<file path="config.mk">
export PLATFORM = sky130hd
export DESIGN_NAME = pulse_meter
export DESIGN_NICKNAME = d
export VERILOG_FILES = /design/src/rtl/pulse_meter.sv
export SDC_FILE = /design/constraint.sdc
export NUM_CORES = 1
export LEC_CHECK = 0
export CORE_ASPECT_RATIO = 1.2
export CORE_UTILIZATION = 52
export CTS_BUF_LIST = sky130_fd_sc_hd__clkbuf_8
export CTS_CLUSTER_SIZE = 28
export DETAILED_ROUTE_END_ITERATION = 8
export PLACE_DENSITY_LB_ADDON = 0.2
export SYNTH_ARGS = -nofsm -noshare
export SYNTH_HDL_FRONTEND = slang
export SYNTH_SLANG_ARGS = --single-unit
</file>
<file path="constraint.sdc">
create_clock -name clk -period 3.1 [get_ports clk]
set_clock_uncertainty 0.15 [all_clocks]
set_input_delay 0.775 -clock clk [delete_from_list [all_inputs] [get_ports clk]]
set_output_delay 0.775 -clock clk [all_outputs]
set_load 0.005 [all_outputs]
</file>
<file path="src/rtl/pulse_meter.sv">
// Pulse-train meter: measures first pulse width, first spacing and pulse count
// of a synchronised input, flagging irregular trains and counter saturation.
module pulse_meter (
  input  logic        clk,
  input  logic        rst,
  input  logic        sig_i,
  input  logic        arm_i,
  input  logic [15:0] end_gap_i,
  output logic [7:0]  width_o,
  output logic [15:0] spacing_o,
  output logic [7:0]  num_pulses_o,
  output logic        mismatch_o,
  output logic        ovf_o,
  output logic        busy_o,
  output logic        done_o
);

  typedef enum logic [2:0] {IDLE, ARMED, HIGH, LOW, DONE} state_t;

  state_t      state, state_nx;
  logic        sig_p0, sig_p1, sig_p2;
  logic [7:0]  hcnt, hcnt_nx;
  logic [16:0] lcnt, lcnt_nx;
  logic [16:0] lcnt_inc, gap_lim;
  logic [15:0] gap_m1;
  logic [7:0]  width_nx, npul_nx;
  logic [15:0] spacing_nx;
  logic        mism_nx, ovf_nx;

  function automatic logic [7:0] sat_inc8(input logic [7:0] v);
    return (v == 8'hFF) ? v : v + 8'd1;
  endfunction

  function automatic logic at_max8(input logic [7:0] v);
    return (v == 8'hFF);
  endfunction

  assign gap_lim  = {1'b0, end_gap_i} + 17'd1;
  assign lcnt_inc = lcnt + 17'd1;
  assign gap_m1   = lcnt[15:0] - 16'd1;

  // Synchroniser (p0, p1) plus one-cycle delay (p2) for edge detection
  always_ff @(posedge clk) begin
    if (rst) begin
      sig_p0 <= 1'b0;
      sig_p1 <= 1'b0;
      sig_p2 <= 1'b0;
    end else begin
      sig_p0 <= sig_i;
      sig_p1 <= sig_p0;
      sig_p2 <= sig_p1;
    end
  end

  always_ff @(posedge clk) begin
    if (rst) state <= IDLE;
    else     state <= state_nx;
  end

  always_comb begin
    state_nx   = state;
    hcnt_nx    = hcnt;
    lcnt_nx    = lcnt;
    width_nx   = width_o;
    spacing_nx = spacing_o;
    npul_nx    = num_pulses_o;
    mism_nx    = mismatch_o;
    ovf_nx     = ovf_o;
    if (arm_i) begin
      state_nx   = ARMED;
      hcnt_nx    = 8'd0;
      lcnt_nx    = 17'd0;
      width_nx   = 8'd0;
      spacing_nx = 16'd0;
      npul_nx    = 8'd0;
      mism_nx    = 1'b0;
      ovf_nx     = 1'b0;
    end else begin
      case (state)
        ARMED: begin
          if (sig_p1 && !sig_p2) begin
            hcnt_nx  = 8'd0;
            state_nx = HIGH;
          end
        end
        HIGH: begin
          if (sig_p1) begin
            if (at_max8(hcnt)) ovf_nx = 1'b1;
            hcnt_nx = sat_inc8(hcnt);
          end else begin
            // The hcnt register already holds (high cycles - 1)
            npul_nx = sat_inc8(num_pulses_o);
            if (at_max8(num_pulses_o)) ovf_nx = 1'b1;
            if (num_pulses_o == 8'd0)  width_nx = hcnt;
            else if (hcnt != width_o)  mism_nx = 1'b1;
            lcnt_nx = 17'd1;
            if (end_gap_i == 16'd0) state_nx = DONE;
            else                    state_nx = LOW;
          end
        end
        LOW: begin
          if (sig_p1) begin
            if (num_pulses_o == 8'd1)   spacing_nx = gap_m1;
            else if (gap_m1 != spacing_o) mism_nx = 1'b1;
            hcnt_nx  = 8'd0;
            state_nx = HIGH;
          end else begin
            lcnt_nx = lcnt_inc;
            if (lcnt_inc >= gap_lim) state_nx = DONE;
          end
        end
        default: ;
      endcase
    end
  end

  always_ff @(posedge clk) begin
    if (rst) begin
      hcnt         <= 8'd0;
      lcnt         <= 17'd0;
      width_o      <= 8'd0;
      spacing_o    <= 16'd0;
      num_pulses_o <= 8'd0;
      mismatch_o   <= 1'b0;
      ovf_o        <= 1'b0;
    end else begin
      hcnt         <= hcnt_nx;
      lcnt         <= lcnt_nx;
      width_o      <= width_nx;
      spacing_o    <= spacing_nx;
      num_pulses_o <= npul_nx;
      mismatch_o   <= mism_nx;
      ovf_o        <= ovf_nx;
    end
  end

  assign busy_o = (state == ARMED) || (state == HIGH) || (state == LOW);
  assign done_o = (state == DONE);

endmodule

</file>
* Yosys cells after proc, flatten, opt, wreduce, memory -nomap -nowiden *
Cells that the tools add are included.

cells by class
  equal/unequal tests = 24
  bitwise operators = 2
  reductions and logical operators = 20
  multiplexer cells = 25
  order comparisons = 1
  add/sub/neg operators = 5

operators by type and width
  cell                                                  count
  2-to-1 mux 17 bit                                     2
  case mux 17 bit (2 select lines)                      1
  2-to-1 mux 8 bit                                      4
  case mux 8 bit (3 select lines)                       1
  inequality test 2 bit (second input constant)         10
  adder 16 x 1 -> 17 bit (second input constant)        1
  adder 17 x 1 -> 17 bit (second input constant)        1
  greater-or-equal comparator 17 bit                    1
  adder 8 x 1 -> 8 bit (second input constant)          2
  equality test 8 bit (second input constant)           2
  zero test 16 bit                                      1
  inequality test 16 bit                                1
  subtractor 16 x 1 -> 16 bit (second input constant)   1
  2-to-1 mux 3 bit                                      5
  AND reduction 3 bit                                   5
  2-to-1 mux 1 bit                                      10
  inequality test 3 bit (second input constant)         3
  case mux 3 bit (3 select lines)                       1
  equality test 8 x 1 -> 1 bit (second input constant)  1
  zero test 8 bit                                       1
  inequality test 8 bit                                 1
  AND reduction 4 bit                                   2
  AND reduction 7 bit                                   1
  equality test 3 x 2 -> 1 bit (second input constant)  2
  14 further kinds                                      17

word-level totals
  register bits = 65
  output and inout bits = 36
  logic and storage cells = 89
  input bits = 20

* Depth between registers and ports, before layout *
Gate-level depths: netlist of the first run.

  depth in word-level cells = 6
  mapped depth = 13

* Worst setup path after synthesis of the first run *
OpenSTA, ideal clock, no wires.

  path kind = register to register
  start = register lcnt[1]
  end = register state[0]
  required time = 2.855 ns
  path slack = -0.260 ns
  cell stages (with the launch flop) = 14
  library setup time = 0.095 ns
  path buffers = 1
  arrival = 3.114 ns
  path through = dfxtp_1 > ha_1 > nand3_1 > nor2_1 > and4_1 > clkbuf_1 > xor2_1 > ha_1 > a21o_1 > a21o_1 > a2111oi_0 > and2_1 > a21oi_1 > a221oi_1

on the way
  longest elaborated chain between the ends = 4

ends and longest elaborated chain
  what                                RTL line  RTL
  start, declared                     23        logic [16:0] lcnt, lcnt_nx;
  start signal, assigned              128       lcnt <= lcnt_nx;
  adder 17 x 1 -> 17 bit              39        assign lcnt_inc = lcnt + 17'd1;
  greater-or-equal comparator 17 bit  109       if (lcnt_inc >= gap_lim) state_nx = DONE;
  inequality test 4 bit (no line)     n/a
  AND reduction 4 bit (no line)       n/a
  end signal, assigned                57        else state <= state_nx;
  end, declared                       20        state_t state, state_nx;

No other way between the ends.
A chain may end at the register's enable or synchronous reset.

* Worst setup path after layout of the first run *
  start = input end_gap_i[2]
  end = register state[0]

on the way
  longest elaborated chain between the ends = 5
  elaborated cells between the ends (all ways) = 9

ends and longest elaborated chain
  what                                                            RTL line  RTL
  start, declared                                                 8         input logic [15:0] end_gap_i,
  branches (longest 5 deep; another with adder 16 x 1 -> 17 bit)  n/a

Parallel ways; which one is timed is not known. The select of a mux whose other input is x is not followed.

==> results of run 1 <==
[Yosys cell counts, types with 4 or more instances]
cell,instances
clkbuf_1,22
nand3_1,19
o21ai_0,16
a21o_1,7
xor2_1,30
and4_1,7
nor4_2,4
nor2b_1,8
a21oi_1,23
nor3_1,12
a22oi_1,6
ha_1,25
nand2b_1,4
nand4_1,14
and3_1,7
nor2_1,80
nand2_1,40
xnor2_1,42
buf_1,4
and2_1,4
buf_2,5
nor4_1,8
or3_1,7
inv_1,13
a211oi_1,16
dfxtp_1,65
mux2i_1,13
[power by group through the flow]
stage	Clock (µW)	Sequential (µW)	Combinational, µW
2_1_floorplan	0	861	76.0
3_3_place_gp	0	862	154
3_5_place_dp	0	862	159
4_1_cts	719	843	161
5_1_grt	766	843	182
6_report	707	843	165
[layout by cell type (no fill, tap or decap), drive strengths merged, types with 4 or more instances in the layout]
master,count
nand4,14
dfxtp,65
and2,5
and3,7
nor4,12
xor2,30
inv,15
ha,25
clkbuf,9
clkdlybuf4s15,5
a21oi,23
nor2,80
o21ai,16
dlygate4sd2,7
nor2b,8
clkdlybuf4s50,41
nand2b,4
a211oi,16
nor3,13
mux2i,13
a22oi,6
a21o,7
buf,52
nand2,40
or3,7
and4,7
nand3,19
or4,5
xnor2,42
[cell type report]
| type | instances | area, µm² |
|---|---|---|
| Clock buffer | 9 | 124 |
| Tap cell | 114 | 143 |
| Timing Repair Buffer | 107 | 950 |
| Sequential cell | 65 | 1310 |
| Clock inverter | 7 | 63.8 |
| Inverter | 13 | 48.8 |
| Fill cell | 680 | 2470 |
| Multi-Input combinational cell | 432 | 3090 |
[final timing paths]
kind	to	depth (start not counted)	slack, ps	from
hold / removal	sig_p1$_SDFF_PP0_	1	300	sig_p0$_SDFF_PP0_
setup / recovery	state[0]$_SDFFE_PP0P_	12	120	end_gap_i[2]
setup reg to reg	state[0]$_SDFFE_PP0P_	12	190	lcnt[1]$_SDFFE_PP0P_
hold reg to reg	sig_p1$_SDFF_PP0_	1	300	sig_p0$_SDFF_PP0_
[critical path: stages]
cell,delay (ps)
clkdlybuf4s15_1,200
and3_4,220
and4_4,260
nand2b_4,80
nor2_1,130
xnor2_1,130
ha_1,260
a21o_1,210
a2111oi_4,300
and2_4,210
a21oi_2,70
a221oi_2,260
[routing by layer]
metal,up-vias,share of wire
met5,-,0
li1,2084,-
met3,22,0.035
met2,77,0.53
met4,0,0.023
met1,1940,0.41
[logic make-up (layout without fill, tap and decap cells)]
family,count (synthesis),count (layout),share of synthesized area
AO/OA/AOI/OAI,84,84,0.121
adder cells (fa/ha/maj),26,26,0.0729
XOR/XNOR,76,76,0.163
AND/OR/NAND/NOR,230,230,0.266
buffers and inverters,47,136,0.0455
flip-flops,65,65,0.294
multiplexers,16,16,0.0370
[sequential cells by signal, indices dropped and copies added (netlist names)]
register	flops
sig_p0	1
width_o	8
sig_p2	1
num_pulses_o	8
sig_p1	1
ovf_o	1
state	3
lcnt	17
hcnt	8
mismatch_o	1
spacing_o	16
[stage by stage]
| stage | worst slack, ps | TNS (ps) | hold WS (ps) | utilization | area [µm²] |
|---|---|---|---|---|---|
| after floorplan | -37.1 | -37.1 | 264 | - | 4500 |
| after global placement | -528 | -1400 | 270 | 0.658 | 5390 |
| after detailed placement | -679 | -1810 | 289 | 0.658 | 5390 |
| after CTS | 1.70 | 0 | 310 | 0.690 | 5650 |
| after global routing | -30.7 | -30.7 | 317 | 0.699 | 5730 |
| final | 117 | 0 | 304 | 0.699 | 5730 |
[what timing repair did]
action,4_1_cts,5_1_grt
pin swaps,12,14
resized for setup,26,16
endpoints found under the setup margin,3,3
buffers inserted,2,2
==> results.json, run 1 <==
{
  "outcome": "complete, no violations",
  "synth.top_cell.area_share": 0.294,
  "start_kind": "input port",
  "viasPerCell": 5.52,
  "route.detailed.drc": 0,
  "grt_pass1_wl_um": 18100,
  "synth_area_um2": 4430,
  "cellPowerDensity_nw_per_um2": 299,
  "hold_class": "reg -> reg",
  "use_met1": 0.281,
  "p_sw_frac": 0.253,
  "floorplan.die_area_um2": 8890,
  "setup_violations": 0,
  "synthCells": 544,
  "cellInternalPower_uw": 1280,
  "die_w_um": 86.3,
  "cp.arrival_ps": 3100,
  "crit_type": "in -> reg",
  "dp_cells": 727,
  "dp_hpwl_um": 8100,
  "track_usage": 0.259,
  "maxSlewViolCount": 0,
  "insertion_delay_ps": 340,
  "cap_violations": 0,
  "grt_pass1_vias": 4020,
  "gr-usage-met2": 0.493,
  "drt_wl_total_um": 10800,
  "yosysWarnings": 0,
  "numCtsBuffers": 9,
  "synth_cell_types": 53,
  "cts_max_path_buffers": 2,
  "start_util": 0.540,
  "yosysTopAreaCell": "dfxtp_1",
  "hold_viol": 0,
  "yosys_most_used_dff": "dfxtp_1",
  "gr-usage-met3": 0.0416,
  "die_height_um": 103,
  "vdd_drop_max_mv": 0.320,
  "p_leak_uw": 0.00230,
  "n_antenna_cell": 0,
  "tightest_slew_ps": 601,
  "grt_busiest_layer": "met2",
  "clk_pin_slew_ps": 70,
  "hold_buffers": 0,
  "htreeDepth": 3,
  "synthesis.nets": 589,
  "area_growth_pct": 29.3,
  "io_pins": 56,
  "cp.required_ps": 3210,
  "antenna_left": 0,
  "syn-mean-instance-area_um2": 8.14,
  "relSlewSlack": 0.599,
  "synthArstFlopShare": 0,
  "grt.overflow.total": 0,
  "grt_max_degree": 31,
  "cp_max_fo": 3,
  "yosysSeqAreaShare": 0.294,
  "synth_area_leaders": "dfxtp_1 (29%), xnor2_1 (8.3%), ha_1 (7.1%)",
  "total_power_uw": 1720,
  "coreArea_um2": 8200,
  "p_sw_uw": 435,
  "finalNonFillerCells": 747,
  "cts.sinks": 65,
  "numPortBuffers": 55,
  "antenna_found_initial": 0,
  "pwr-share-clk": 0.412,
  "std_cell_rows": 36,
  "pwr-share-comb": 0.096,
  "critPathCaptureType": "flop",
  "wl_per_cell_um": 14.5,
  "firstDrtPassIters": 4,
  "fin_nets": 673,
  "seqPwrFrac": 0.491,
  "clock.fmax_ghz": 0.335,
  "place_congestion": 0.851,
  "cts_root_buf": "clkbuf_8",
  "synth-edff-count": 0,
  "num_vias": 4123,
  "finalCriticalPeriod_ps": 2980,
  "tritoncts": "built",
  "synth_seq_cells": 65,
  "drtIter0Drc": 91,
  "drive_above_1_share": 0.167,
  "finalCritPeriodShare": 0.962
}
(Power assumes the default switching activity.)
==> inputs of run 2 (changes only) <==
--- a/config.mk
+++ b/config.mk
@@ -10,7 +10,7 @@
 export CTS_BUF_LIST = sky130_fd_sc_hd__clkbuf_8
 export CTS_CLUSTER_SIZE = 28
 export DETAILED_ROUTE_END_ITERATION = 8
-export PLACE_DENSITY_LB_ADDON = 0.2
+export PLACE_DENSITY_LB_ADDON = 0.08
 export SYNTH_ARGS = -nofsm -noshare
 export SYNTH_HDL_FRONTEND = slang
 export SYNTH_SLANG_ARGS = --single-unit
==> results.json, run 2 (synthesis results as in run 1) <==
{
  "largest_reg_flops": 17,
  "cap_violations": 0,
  "top_regs": "lcnt (17), spacing_o (16)",
  "drt_wl_total_um": 10800,
  "floorplan.die_area_um2": 8890,
  "place_congestion": 0.830,
  "placed_area_um2": 5370,
  "seqCellArea_um2": 1310,
  "die_height_um": 103,
  "n_antenna_cell": 0,
  "multi_input_area_um2": 3100,
  "rsz0062_at_grt": "true",
  "track_usage": 0.259,
  "regMostFlops": "lcnt",
  "cts_root_buf": "clkbuf_8",
  "pwr-share-comb": 0.092,
  "std_cell_rows": 36,
  "pwr-share-clk": 0.428,
  "r2r_start": "lcnt[0]$_SDFFE_PP0P_",
  "final_area_um2": 5710,
  "path_cells": "ha_2 -> nand3_2 -> buf_4 -> o21a_1 -> or2_2 -> ha_1 -> a21o_1 -> a21o_1 -> a21oi_1 -> a2bb2oi_2 -> a21oi_2 -> a221oi_2",
  "hold_class": "reg -> reg",
  "layout_commonest_cell": "nor2_1",
  "cellInternalPower_uw": 1340,
  "fin_nets": 671,
  "viasPerCell": 5.58,
  "whs_endpoint": "ovf_o$_SDFFE_PP0P_",
  "cellPowerDensity_nw_per_um2": 307,
  "holdCritStartpoint": "ovf_o$_SDFFE_PP0P_",
  "tritoncts": "built",
  "r2r_slack_ps": 60,
  "most-common-layout-cells": "nor2_1 (76), dfxtp_1 (60), buf_4 (48), xnor2_1 (41), clkdlybuf4s50_1 (41)",
  "io_pins": 56,
  "cts.sinks": 65,
  "antenna_found_initial": 0,
  "seqPwrFrac": 0.480,
  "route.detailed.drc": 0,
  "maxSlewViolCount": 0,
  "finalCritPeriodShare": 0.979,
  "grt_pass1_wl_um": 18400,
  "critical_path.top_delay_family": "compound AO/OA/AOI/OAI gates",
  "grt_pass1_vias": 4050,
  "grt.overflow.total": 0,
  "relSlewSlack": 0.565,
  "critPathBufInv": 1,
  "num_vias": 4144,
  "crit_top_cell": "a21o_1",
  "clock.fmax_ghz": 0.329,
  "r2r.worst_path.cells": 12,
  "area_growth_pct": 29.0,
  "slowest_stage": "dfxtp_2",
  "finalCriticalPeriod_ps": 3040,
  "cp.arrival_ps": 3140,
  "setup_violations": 0,
  "p_sw_uw": 414,
  "wl_per_cell_um": 14.5,
  "critPathMaxStageDelay_ps": 360,
  "rr_endpoint": "state[0]$_SDFFE_PP0P_",
  "p_sw_frac": 0.236,
  "outcome": "complete, no violations",
  "insertion_delay_ps": 340,
  "die_w_um": 86.3,
  "cp.required_ps": 3210,
  "dp_cells": 724,
  "firstDrtPassIters": 4,
  "numPortBuffers": 55,
  "antenna_left": 0,
  "coreArea_um2": 8200,
  "p_leak_uw": 0.00228,
  "cts_max_path_buffers": 2,
  "grt_max_degree": 51,
  "cp_max_fo": 6,
  "tightest_slew_ps": 636,
  "vdd_drop_max_mv": 0.274,
  "fill_cells": 714,
  "start_kind": "flop",
  "whs_path_depth": 2,
  "crit_type": "reg -> reg",
  "htreeDepth": 3,
  "start_util": 0.540,
  "finalNonFillerCells": 743,
  "hold_buffers": 0,
  "critPathCaptureType": "flop",
  "numCtsBuffers": 9,
  "clk_pin_slew_ps": 70,
  "drive_above_1_share": 0.180,
  "hold_viol": 0,
  "drtIter0Drc": 174,
  "dp_hpwl_um": 7840
}
run 2: changes by cell type in the layout (fill, tap and decap cells not counted), moves of 2 or more:
cell	delta
ha_2	+2
clkinv_2	-2
clkbuf_2	+4
clkbuf_8	+3
buf_4	-3
dlymetal6s2s_1	-2
inv_1	-2
run 2: area by class of cell:
class                   instances  share of cell area
multi-input cells             432               0.542
clock buffers                  12              0.0289
inverters                      13             0.00854
repair buffers                105               0.160
flip-flops and latches         65               0.229
well taps                     114              0.0250
clock inverters                 2             0.00657
run 2: routing by layer:
| layer | wire [µm] | track usage |
|---|---|---|
| met5 | 0 | 0 |
| met3 | 340 | 0.0296 |
| met1 | 4460 | 0.294 |
| met4 | 169 | 0.0962 |
| met2 | 5810 | 0.498 |
run 2: worst min-delay path: stages, from the launching register on:
cell and delay, ps:
dfxtp_1 310, inv_1 50, a21oi_1 50
run 2: worst max path at each step:
stage / startpoint / endpoint / slack, ps / cells past startpoint
floorplan: lcnt[3]$_SDFFE_PP0P_ / state[0]$_SDFFE_PP0P_ / -40 / 13
global placement: end_gap_i[4] / state[0]$_SDFFE_PP0P_ / -530 / 13
CTS: lcnt[3]$_SDFFE_PP0P_ / state[2]$_SDFFE_PP0P_ / 5 / 12
finish: lcnt[0]$_SDFFE_PP0P_ / state[0]$_SDFFE_PP0P_ / 60 / 12
global route: lcnt[2]$_SDFFE_PP0P_ / state[2]$_SDFFE_PP0P_ / -70 / 12
detailed placement: end_gap_i[4] / state[0]$_SDFFE_PP0P_ / -720 / 12
run 2: power groups by stage:
stage / logic [µW] / clock network, µW / registers (µW)
3_3_place_gp: 152 / 0 / 862
3_5_place_dp: 157 / 0 / 862
2_1_floorplan: 76.0 / 0 / 861
4_1_cts: 162 / 756 / 843
6_report: 162 / 752 / 843
5_1_grt: 177 / 796 / 843
run 2: what timing repair did:
action                     4_1_cts  5_1_grt
resized for setup               46        7
setup endpoints to repair        3        3
setup buffers                    5        0
pin swaps                       22        9
cloned                           0        0
run 2: per-stage QoR:
| stage | util | power, µW | setup WS, ps | TNS [ps] | hold slack (ps) |
|---|---|---|---|---|---|
| global route | 0.697 | 1820 | -71.7 | -132 | 326 |
| floorplan | - | 937 | -37.1 | -37.1 | 264 |
| CTS | 0.698 | 1760 | 5.29 | 0 | 306 |
| finish | 0.697 | 1760 | 64.1 | 0 | 303 |
| global placement | 0.655 | 1010 | -530 | -1410 | 274 |
| detailed placement | 0.655 | 1020 | -718 | -1860 | 297 |
